[src/rtl/uart_pkg.sv]
`default_nettype none
// ============================================================================
// Module      : uart_pkg
// Description : Shared definitions for the UART receive/transmit state
//               machines: default frame geometry and the receiver state set.
//               The transmitter imports the same package, so both ends of the
//               link agree on the defaults.
// Contents    : DEF_DATA_WIDTH, DEF_CLKS_PER_BIT, uart_rx_state_e
// Revision    : 1.0 - initial release
// ============================================================================
package uart_pkg;

  // Default frame geometry (8N1, 16x oversampling)
  localparam int DEF_DATA_WIDTH   = 8;
  localparam int DEF_CLKS_PER_BIT = 16;

  // Receiver states. The encoding is fixed so that RTL using plain
  // logic [2:0] constants stays compatible with older code.
  typedef enum logic [2:0] {
    ST_WAIT_IDLE = 3'd0,  // wait for the line to be seen idle (high)
    ST_IDLE      = 3'd1,  // line idle, looking for a start edge
    ST_START     = 3'd2,  // timing to the middle of the start bit
    ST_DATA      = 3'd3,  // sampling data bits at mid-bit
    ST_STOP      = 3'd4   // timing to the middle of the stop bit
  } uart_rx_state_e;

endpackage
`default_nettype wire

[src/rtl/uart_rx_state_machine_if.sv]
`default_nettype none
// ============================================================================
// Module      : uart_rx_state_machine_if
// Description : Consumer-side bus of the UART receiver: received byte with a
//               valid/ready handshake plus status outputs.
// Signals     : data        received byte, stable while data_valid=1
//               data_valid  byte available, held until consumed
//               data_ready  consumer accepts on a clk edge with valid&ready
//               busy        receiver not in IDLE
//               frame_err   1-cycle pulse, stop bit sampled low
//               overrun     1-cycle pulse, frame completed while holding full
// Modports    : master - the receiver; slave - the byte consumer
// Revision    : 1.0 - initial release
// ============================================================================
interface uart_rx_state_machine_if #(
  parameter int DATA_WIDTH = uart_pkg::DEF_DATA_WIDTH
);

  logic [DATA_WIDTH-1:0] data;
  logic                  data_valid;
  logic                  data_ready;
  logic                  busy;
  logic                  frame_err;
  logic                  overrun;

  modport master (
    output data,
    output data_valid,
    input  data_ready,
    output busy,
    output frame_err,
    output overrun
  );

  modport slave (
    input  data,
    input  data_valid,
    output data_ready,
    input  busy,
    input  frame_err,
    input  overrun
  );

endinterface
`default_nettype wire

[src/rtl/uart_bit_timer.sv]
`default_nettype none
// ============================================================================
// Module      : uart_bit_timer
// Description : Loadable down-counter with a zero flag, used for bit timing
//               by both the UART receiver and transmitter. A load takes
//               priority over counting; when enabled the count decrements
//               and holds at zero until reloaded.
// Ports       : clk       system clock
//               rst       asynchronous reset, active low
//               load      load load_val on the next edge
//               load_val  value to load
//               en        decrement enable
//               zero      count is zero
// Revision    : 1.0 - initial release
// ============================================================================
module uart_bit_timer #(
  parameter int WIDTH = 4
) (
  input  logic             clk,
  input  logic             rst,
  input  logic             load,
  input  logic [WIDTH-1:0] load_val,
  input  logic             en,
  output logic             zero
);

  logic [WIDTH-1:0] r_count;

  always_ff @(posedge clk or negedge rst) begin
    if (!rst) begin
      r_count <= '0;
    end else if (load) begin
      r_count <= load_val;
    end else if (en && (r_count != '0)) begin
      r_count <= r_count - 1'b1;
    end
  end

  assign zero = (r_count == '0);

endmodule
`default_nettype wire

[src/rtl/uart_rx_state_machine.sv]
`default_nettype none
// ============================================================================
// Module      : uart_rx_state_machine
// Description : 8N1 UART receiver. Synchronises rxd, times each bit with
//               CLKS_PER_BIT clocks (CLKS_PER_BIT >= 4, even), samples at
//               mid-bit, checks start and stop bits and delivers each byte
//               through a one-entry holding register on a valid/ready
//               handshake. Reports framing errors and overruns as pulses.
// Ports       : clk   system clock
//               rst   asynchronous reset, active low (0 = reset)
//               rxd   serial input, idle high, asynchronous to clk
//               bus   consumer bus (data/valid/ready, busy, frame_err,
//                     overrun), master side
// Revision    : 1.0 - initial release
// ============================================================================
module uart_rx_state_machine
  import uart_pkg::*;
#(
  parameter int DATA_WIDTH   = DEF_DATA_WIDTH,
  parameter int CLKS_PER_BIT = DEF_CLKS_PER_BIT
) (
  input  logic                           clk,
  input  logic                           rst,
  input  logic                           rxd,
  uart_rx_state_machine_if.master        bus
);

  localparam int CNT_W = $clog2(CLKS_PER_BIT);
  localparam int IDX_W = $clog2(DATA_WIDTH + 1);

  // Half a bit minus one lands the first sample in the middle of the start
  // bit; every later sample is one full bit period further on.
  localparam logic [CNT_W-1:0] c_half_load = CNT_W'(CLKS_PER_BIT / 2 - 1);
  localparam logic [CNT_W-1:0] c_full_load = CNT_W'(CLKS_PER_BIT - 1);
  localparam logic [IDX_W-1:0] c_last_idx  = IDX_W'(DATA_WIDTH - 1);

  localparam logic [2:0] c_wait_idle = ST_WAIT_IDLE;
  localparam logic [2:0] c_idle      = ST_IDLE;
  localparam logic [2:0] c_start     = ST_START;
  localparam logic [2:0] c_data      = ST_DATA;
  localparam logic [2:0] c_stop      = ST_STOP;

  // --------------------------------------------------------------------------
  // Input synchroniser. Both flops reset to the idle level so that reset
  // release never looks like a start edge.
  // --------------------------------------------------------------------------
  logic r_rxd_meta;
  logic r_rxd_s;

  always_ff @(posedge clk or negedge rst) begin
    if (!rst) begin
      r_rxd_meta <= 1'b1;
      r_rxd_s    <= 1'b1;
    end else begin
      r_rxd_meta <= rxd;
      r_rxd_s    <= r_rxd_meta;
    end
  end

  // --------------------------------------------------------------------------
  // Bit timer
  // --------------------------------------------------------------------------
  logic             w_tmr_load;
  logic [CNT_W-1:0] w_tmr_load_val;
  logic             w_tmr_en;
  logic             w_tmr_zero;

  uart_bit_timer #(
    .WIDTH (CNT_W)
  ) u_bit_timer (
    .clk      (clk),
    .rst      (rst),
    .load     (w_tmr_load),
    .load_val (w_tmr_load_val),
    .en       (w_tmr_en),
    .zero     (w_tmr_zero)
  );

  // --------------------------------------------------------------------------
  // Receive FSM
  // --------------------------------------------------------------------------
  logic [2:0]       r_state;
  logic [2:0]       w_state_nxt;
  logic [IDX_W-1:0] r_bit_idx;

  always_comb begin
    w_state_nxt    = r_state;
    w_tmr_load     = 1'b0;
    w_tmr_load_val = c_full_load;
    case (r_state)
      c_wait_idle: begin
        // A line stuck low (or a bad stop bit) must go high before any
        // falling edge can be trusted as a start bit.
        if (r_rxd_s) begin
          w_state_nxt = c_idle;
        end
      end
      c_idle: begin
        if (!r_rxd_s) begin
          w_tmr_load     = 1'b1;
          w_tmr_load_val = c_half_load;
          w_state_nxt    = c_start;
        end
      end
      c_start: begin
        if (w_tmr_zero) begin
          if (r_rxd_s) begin
            // Line back high by mid start bit: treat as a glitch.
            w_state_nxt = c_idle;
          end else begin
            w_tmr_load  = 1'b1;
            w_state_nxt = c_data;
          end
        end
      end
      c_data: begin
        if (w_tmr_zero) begin
          w_tmr_load = 1'b1;
          if (r_bit_idx == c_last_idx) begin
            w_state_nxt = c_stop;
          end
        end
      end
      c_stop: begin
        if (w_tmr_zero) begin
          w_state_nxt = r_rxd_s ? c_idle : c_wait_idle;
        end
      end
      default: begin
        w_state_nxt = c_wait_idle;
      end
    endcase
  end

  assign w_tmr_en = (r_state == c_start) || (r_state == c_data) ||
                    (r_state == c_stop);

  always_ff @(posedge clk or negedge rst) begin
    if (!rst) begin
      r_state <= c_wait_idle;
    end else begin
      r_state <= w_state_nxt;
    end
  end

  // Sample strobes
  logic w_start_ok;
  logic w_data_sample;
  logic w_stop_sample;
  logic w_commit;
  logic w_stop_bad;

  assign w_start_ok    = (r_state == c_start) && w_tmr_zero && !r_rxd_s;
  assign w_data_sample = (r_state == c_data)  && w_tmr_zero;
  assign w_stop_sample = (r_state == c_stop)  && w_tmr_zero;
  assign w_commit      = w_stop_sample &&  r_rxd_s;
  assign w_stop_bad    = w_stop_sample && !r_rxd_s;

  // --------------------------------------------------------------------------
  // Bit index and shift register. Bits enter at the MSB and move down, so
  // after DATA_WIDTH samples the first (LSB-first) bit sits in bit 0.
  // --------------------------------------------------------------------------
  logic [DATA_WIDTH-1:0] r_shreg;

  always_ff @(posedge clk or negedge rst) begin
    if (!rst) begin
      r_bit_idx <= '0;
      r_shreg   <= '0;
    end else begin
      if (w_start_ok) begin
        r_bit_idx <= '0;
      end else if (w_data_sample) begin
        r_bit_idx <= r_bit_idx + 1'b1;
      end
      if (w_data_sample) begin
        r_shreg <= {r_rxd_s, r_shreg[DATA_WIDTH-1:1]};
      end
    end
  end

  // --------------------------------------------------------------------------
  // Holding register, handshake and status pulses. A commit is accepted when
  // the register is empty or is being consumed on the same edge; otherwise
  // the new byte is dropped and the held byte is kept.
  // --------------------------------------------------------------------------
  logic [DATA_WIDTH-1:0] r_data;
  logic                  r_data_valid;
  logic                  r_frame_err;
  logic                  r_overrun;
  logic                  w_consume;

  assign w_consume = r_data_valid && bus.data_ready;

  always_ff @(posedge clk or negedge rst) begin
    if (!rst) begin
      r_data       <= '0;
      r_data_valid <= 1'b0;
      r_frame_err  <= 1'b0;
      r_overrun    <= 1'b0;
    end else begin
      r_frame_err <= w_stop_bad;
      r_overrun   <= 1'b0;
      if (w_commit) begin
        if (!r_data_valid || w_consume) begin
          r_data       <= r_shreg;
          r_data_valid <= 1'b1;
        end else begin
          r_overrun <= 1'b1;
        end
      end else if (w_consume) begin
        r_data_valid <= 1'b0;
      end
    end
  end

  assign bus.data       = r_data;
  assign bus.data_valid = r_data_valid;
  assign bus.busy       = (r_state != c_idle);
  assign bus.frame_err  = r_frame_err;
  assign bus.overrun    = r_overrun;

endmodule
`default_nettype wire

[src/flat_wrapper.sv]
// flat-port wrapper written by rule: the top's interface ports become plain ports
module uart_rx_state_machine_flat import uart_pkg::*;
#(
  parameter int DATA_WIDTH   = DEF_DATA_WIDTH,
  parameter int CLKS_PER_BIT = DEF_CLKS_PER_BIT
)
  (clk, rst, rxd, bus_data, bus_data_valid, bus_data_ready, bus_busy, bus_frame_err, bus_overrun);
  uart_rx_state_machine_if #(.DATA_WIDTH(DATA_WIDTH)) bus_i ();
  input  logic clk;
  input  logic rst;
  input  logic rxd;
  output wire logic [$bits(bus_i.data)-1:0] bus_data;
  output wire logic [$bits(bus_i.data_valid)-1:0] bus_data_valid;
  input wire logic [$bits(bus_i.data_ready)-1:0] bus_data_ready;
  output wire logic [$bits(bus_i.busy)-1:0] bus_busy;
  output wire logic [$bits(bus_i.frame_err)-1:0] bus_frame_err;
  output wire logic [$bits(bus_i.overrun)-1:0] bus_overrun;
  assign bus_data = bus_i.data;
  assign bus_data_valid = bus_i.data_valid;
  assign bus_i.data_ready = bus_data_ready;
  assign bus_busy = bus_i.busy;
  assign bus_frame_err = bus_i.frame_err;
  assign bus_overrun = bus_i.overrun;
  uart_rx_state_machine #(.DATA_WIDTH(DATA_WIDTH), .CLKS_PER_BIT(CLKS_PER_BIT)) u_core (.clk(clk), .rst(rst), .rxd(rxd), .bus(bus_i));
endmodule
[config.mk]
export PLATFORM = sky130hd
export DESIGN_NAME = uart_rx_state_machine_flat
export DESIGN_NICKNAME = d
export VERILOG_FILES = /design/src/rtl/uart_pkg.sv /design/src/rtl/uart_rx_state_machine_if.sv /design/src/rtl/uart_bit_timer.sv /design/src/rtl/uart_rx_state_machine.sv /design/src/flat_wrapper.sv
export SDC_FILE = /design/constraint.sdc
export NUM_CORES = 1
export LEC_CHECK = 0
export BUFFER_PORTS_ARGS = -buffer_cell sky130_fd_sc_hd__buf_2
export CAP_MARGIN = 20
export CORE_ASPECT_RATIO = 1.1
export CORE_UTILIZATION = 38
export DETAILED_ROUTE_END_ITERATION = 8
export PLACE_DENSITY = 0.66
export REMOVE_ABC_BUFFERS = 1
export SLEW_MARGIN = 10
export SYNTH_ARGS = -nofsm -noshare
export SYNTH_HDL_FRONTEND = slang
export SYNTH_SLANG_ARGS = --single-unit
[constraint.sdc]
create_clock -name clk -period 2.5 [get_ports clk]
set_input_delay 0.375 -clock clk [delete_from_list [all_inputs] [get_ports clk]]
set_output_delay 0.375 -clock clk [all_outputs]
set_load 0.02 [all_outputs]
---- Word level (Yosys, flattened, before mapping) ----
Cells that the tools add are included.
cells by class
  $add $sub $neg .......................... 2
  equality and inequality tests ........... 13
  multiplexer cells ....................... 24
  reduce and logical (&&, ||, !) cells .... 22
operators by type and width
  cell                                                                      number
  4-bit two-way mux                                                         6
  3-bit two-way mux                                                         6
  3-bit one-hot mux with 5 select lines                                     1
  2-bit by 1-bit inequality test with 1-bit output (second input constant)  5
  1-bit two-way mux                                                         9
  1-bit logical AND                                                         8
  3-bit by 2-bit == test with 1-bit output (second input constant)          2
  6-bit AND reduction                                                       1
  2-bit nonzero test                                                        3
  4-bit by 1-bit adder with 4-bit output (second input constant)            1
  4-bit by 3-bit == test with 1-bit output (second input constant)          1
  4-bit zero test                                                           1
  2-bit inequality test (second input constant)                             2
  2-bit AND reduction                                                       2
  4-bit nonzero test                                                        1
  4-bit by 1-bit subtractor with 4-bit output (second input constant)       1
  3-bit by 1-bit == test with 1-bit output (second input constant)          1
  3-bit == test (second input constant)                                     1
  3-bit zero test                                                           1
  1-bit logical OR                                                          3
  3-bit by 1-bit inequality test with 1-bit output (second input constant)  1
  1-bit one-hot mux with 3 select lines                                     1
  1-bit zero test                                                           2
  2-bit two-way mux                                                         1
storage, ports and cells
  register bits ........................... 32
  bits of input ports ..................... 4
  output and inout bits ................... 12

---- Depth between registers and ports, before layout ----
  depth after elaboration ................. 6
  mapped depth ............................ 7
  gate-level depth less buffers ........... 6

---- By module ----
Synthesis repeated with hierarchy kept, for this count alone.
second synthesis, totals
  cell total of the unflattened synthesis .. 139
  area, all modules ....................... 1472.7 um^2
by module, submodules not included
  module                 times used  cells each  area an instance (um^2)
  uart_rx_state_machine  1           112         1202.4
  uart_bit_timer         1           27          270.3

---- Least setup slack after synthesis ----
OpenSTA, ideal clock, no wires.
  kind .................................... register to register
  start point ............................. reg u_core.u_bit_timer.r_count[0]
  end point ............................... reg u_core.r_data[0] (netlist: u_core.bus.data[0])
  setup time .............................. 0.125 ns
  data arrival time ....................... 1.404 ns
  data required time ...................... 2.375 ns
  slack ................................... 0.971 ns
  stages on the path, launching flop included .. 6
  path buffers ............................ 0
  clock period less this slack ............ 1.529 ns
  cells stage by stage .................... dfrtp_1 inv_1 ha_1 nor3b_2 nand4_2 mux2_2
on the way
  cells in the longest elaborated chain, start to end .. 4
RTL lines
  item                           RTL line                      text
  start: declaration             uart_bit_timer.sv:27          logic [WIDTH-1:0] r_count;
  start signal: assignment       uart_bit_timer.sv:33          r_count <= load_val;
  start signal: assignment       uart_bit_timer.sv:35          r_count <= r_count - 1'b1;
  4-bit zero test                uart_bit_timer.sv:39          assign zero = (r_count == '0);
  1-bit logical AND              uart_rx_state_machine.sv:155  assign w_stop_sample = (r_state == c_stop) && w_tmr_zero;
  1-bit logical AND              uart_rx_state_machine.sv:156  assign w_commit = w_stop_sample && r_rxd_s;
  2-bit AND reduction (no line)  --
  end signal: assignment         uart_rx_state_machine.sv:205  r_data <= r_shreg;
  end: declaration               uart_rx_state_machine.sv:186  logic [DATA_WIDTH-1:0] r_data;
Every way passes these cells.
A chain may end at the register's enable or synchronous reset.

---- Worst setup path after layout ----
  start point ............................. reg u_core.r_state[0]
  end point ............................... out bus_busy
on the way
  cells in the longest elaborated chain, start to end .. 1
RTL lines
  item                                              RTL line                      text
  start: declaration                                uart_rx_state_machine.sv:82   logic [2:0] r_state;
  start signal: assignment                          uart_rx_state_machine.sv:140  r_state <= c_wait_idle;
  start signal: assignment                          uart_rx_state_machine.sv:142  r_state <= w_state_nxt;
  3-bit by 1-bit inequality test with 1-bit output  uart_rx_state_machine.sv:218  assign bus.busy = (r_state != c_idle);
  end: declaration                                  flat_wrapper.sv:15            output wire logic [$bits(bus_i.busy)-1:0] bus_busy;
Every way passes these cells.

==> out/results.ini <==
[sta]
max_slew_margin_pct=53.6
holdWs_ns=0.126
setup_violations=0
worst_pin_slew_ns=0.696
final_max_slew_viol_count=0
fin_setup_tns_ns=0
hold_viol_final=0
rsz0062_at_grt=false
clock_skew_ns=0.00882
min_period_over_period_pct=72.1
period_minus_slack_ns=1.80
max_freq_mhz=555

[die]
initial_utilization_pct=39.7
die_w_um=60.9
design.core.area_um2=3650
std_cell_rows=23
ios=16
die_area_um2=4070
die_h_um=66.8

[global_routing]
grt_max_degree=33
grt_pass1_vias=1001
grtUsageTotal_pct=15.4
gr-total-overflow=0
grt_pass1_wl_um=4370
antenna_found_initial=0

[synthesis]
synthXorXnorAreaFrac_pct=0.604
synth_most_common_cell=dfrtp_1
synth_seq_cells=32
synth_edf_count=0
syn_inst=120
yosys_warnings=0
netlist-cell-type-count=41
syn_avg_cell_area_um2=12.1
synth_area_leaders=dfrtp_1 52%, mux2_2 12%, dfstp_2 3.6%, o21ai_0 2.8%, ha_1 2.6%
syn_area_um2=1450
synthArstFlopShare_pct=100
seq_area_frac_synth_pct=55.4
synth_common_cells=30 x dfrtp_1, 16 x mux2_2, 9 x nand2_1
synth-simple-area-share_pct=15.0
synth_fa_ha_area_share_pct=2.59
ys.flop_type=dfrtp_1
synth_compound_area_share_pct=9.66
synth_area_leader_cell=dfrtp_1
synthMuxAreaShare_pct=13.8
synth_top_area_share_pct=51.8
synth_top_family_by_area=simple AND/OR/NAND/NOR gates

[setup_path]
reg2reg_from=u_core.u_bit_timer.r_count[0]
rrSetupSlack_ns=0.75
r2r-end=u_core.bus.data[6]
crit_path_end_kind=output port
r2r_cells=5
critPathMaxFanout=6
crit_buf_inv=2
crit_chain=inv_1 > or3_1 > buf_2
cp.arrival_ns=1.43
cp-start-kind=register
crit_path_max_incr_delay_ns=0.43
crit_type=reg -> out
cp_top_family=flip-flops
worstPathRequired_ns=2.12
crit_slowest_cell=dfrtp_1

[final_layout]
areaGrowthSynthToFinish_pct=16.8
final_util_pct=46.4
drive_gt1_share_pct=35.0
fin_area_um2=1690
finalNetCount=146
num-fill-cells=359
diodes=0
final-instance-count-excl-fill=190

[drt]
wl_met2_um=1350
m1WireLength_um=1070
viasPerCell=4.97
ant_nets=0
vias=944
wirelength_um=2590
top_layer=met4
wl_per_cell_um=13.6
drtIter0Drc=19
dr.pass1.iters=3
drc=0
wl_met3_um=95

[clock_network]
cts_hold_buf=0
htree_levels=2
cts_tree=yes
numCtsBuffers=5
clockBufferDepth=2
post_cts_resized=0
clk_pin_slew_ns=0.07
cts.sinks=32
root_buffer=clkbuf_8
clk_latency_ns=0.29
post_cts_buffers=0

[placed_design]
place.gp.congestion=0.767
io_buffers=15
place_inst=182
place_area_um2=1570
place_hpwl_um=1820

[hold_path]
hold_path_class=in -> async

[power]
ir_drop_mv=0.400
power.leakage_nw=0.822
p_per_area_nw_per_um2=945

[run]
cap_violations=0

[status]
status=completed

[state kept, by name, summed over array words and instances (netlist names), 3 cells and up]
name and cells:
u_core.r_shreg 8, u_core.u_bit_timer.r_count 4, u_core.r_bit_idx 4, u_core.r_state 3, u_core.bus.data 8
[worst reg2reg max path, cell delays in order (launching register included)]
cell and delay, ns:
dfrtp_1 0.38, inv_1 0.12, ha_1 0.17, nor3b_2 0.28
nand4_2 0.32, mux2_2 0.37
[worst max-delay path by stage]
stage / cells after the start / start / endpoint
2_1_floorplan: 5 / u_core.u_bit_timer.r_count[0] / u_core.bus.data[0]
3_5_place_dp: 5 / u_core.u_bit_timer.r_count[0] / u_core.bus.data[5]
6_report: 3 / u_core.r_state[0] / bus_busy
3_3_place_gp: 5 / u_core.u_bit_timer.r_count[0] / u_core.bus.data[6]
4_1_cts: 3 / u_core.r_state[0] / bus_busy
5_1_grt: 5 / u_core.u_bit_timer.r_count[0] / u_core.bus.data[3]
[area by class of cell]
class                           count  area, µm²  area share, %
Multi-Input combinational cell     80        604           35.7
Inverter                            4       15.0          0.886
Timing Repair Buffer               16       82.6           4.87
Sequential cell                    32        803           47.4
Tap cell                           50       62.6           3.69
Clock buffer                        7       96.3           5.69
Clock inverter                      1       30.0           1.77
[kinds of logic after synthesis]
family / after synthesis
DFF: 32
and+or+nand+nor: 37
AOI/OAI and AO/OA: 21
xor gates and xnor gates: 1
buffers and inverters: 8
adders and majority gates: 3
muxes: 18
[cells in the final DEF, fill, tap and decap left out, drive strengths merged, types with 2 or more instances in the layout]
cell and count:
nor3 2, nand2 9, nand4 2, clkbuf 7, ha 3, nand3 3, dfstp 2, or3 2
buf 16, nor2 9, dfrtp 30, nor3b 2, mux2i 2, a21oi 4, nand2b 2, o21ai 8
inv 4, mux2 16
[metrics by stage]
stage / worst slack [ns] / power (mW)
2_1_floorplan: 0.602 / 0.976
3_3_place_gp: 0.827 / 1.05
3_5_place_dp: 0.731 / 1.07
4_1_cts: 0.693 / 1.62
5_1_grt: 0.605 / 1.70
6_report: 0.698 / 1.60
[layer usage]
metal / GRT usage (%) / vias up
met5: 0 / -
met4: 9.94 / 0
met3: 4.47 / 7
met2: 26.8 / 15
met1: 15.6 / 462
li1: - / 460
[where the power goes]
part | total (mW) | internal [mW] | switching (mW)
clock | 0.539 | 0.351 | 0.187
sequential | 0.703 | 0.613 | 0.0906
combinational | 0.359 | 0.172 | 0.187
total | 1.60 | 1.14 | 0.465
No activity file was read; power rests on OpenSTA's default activity.
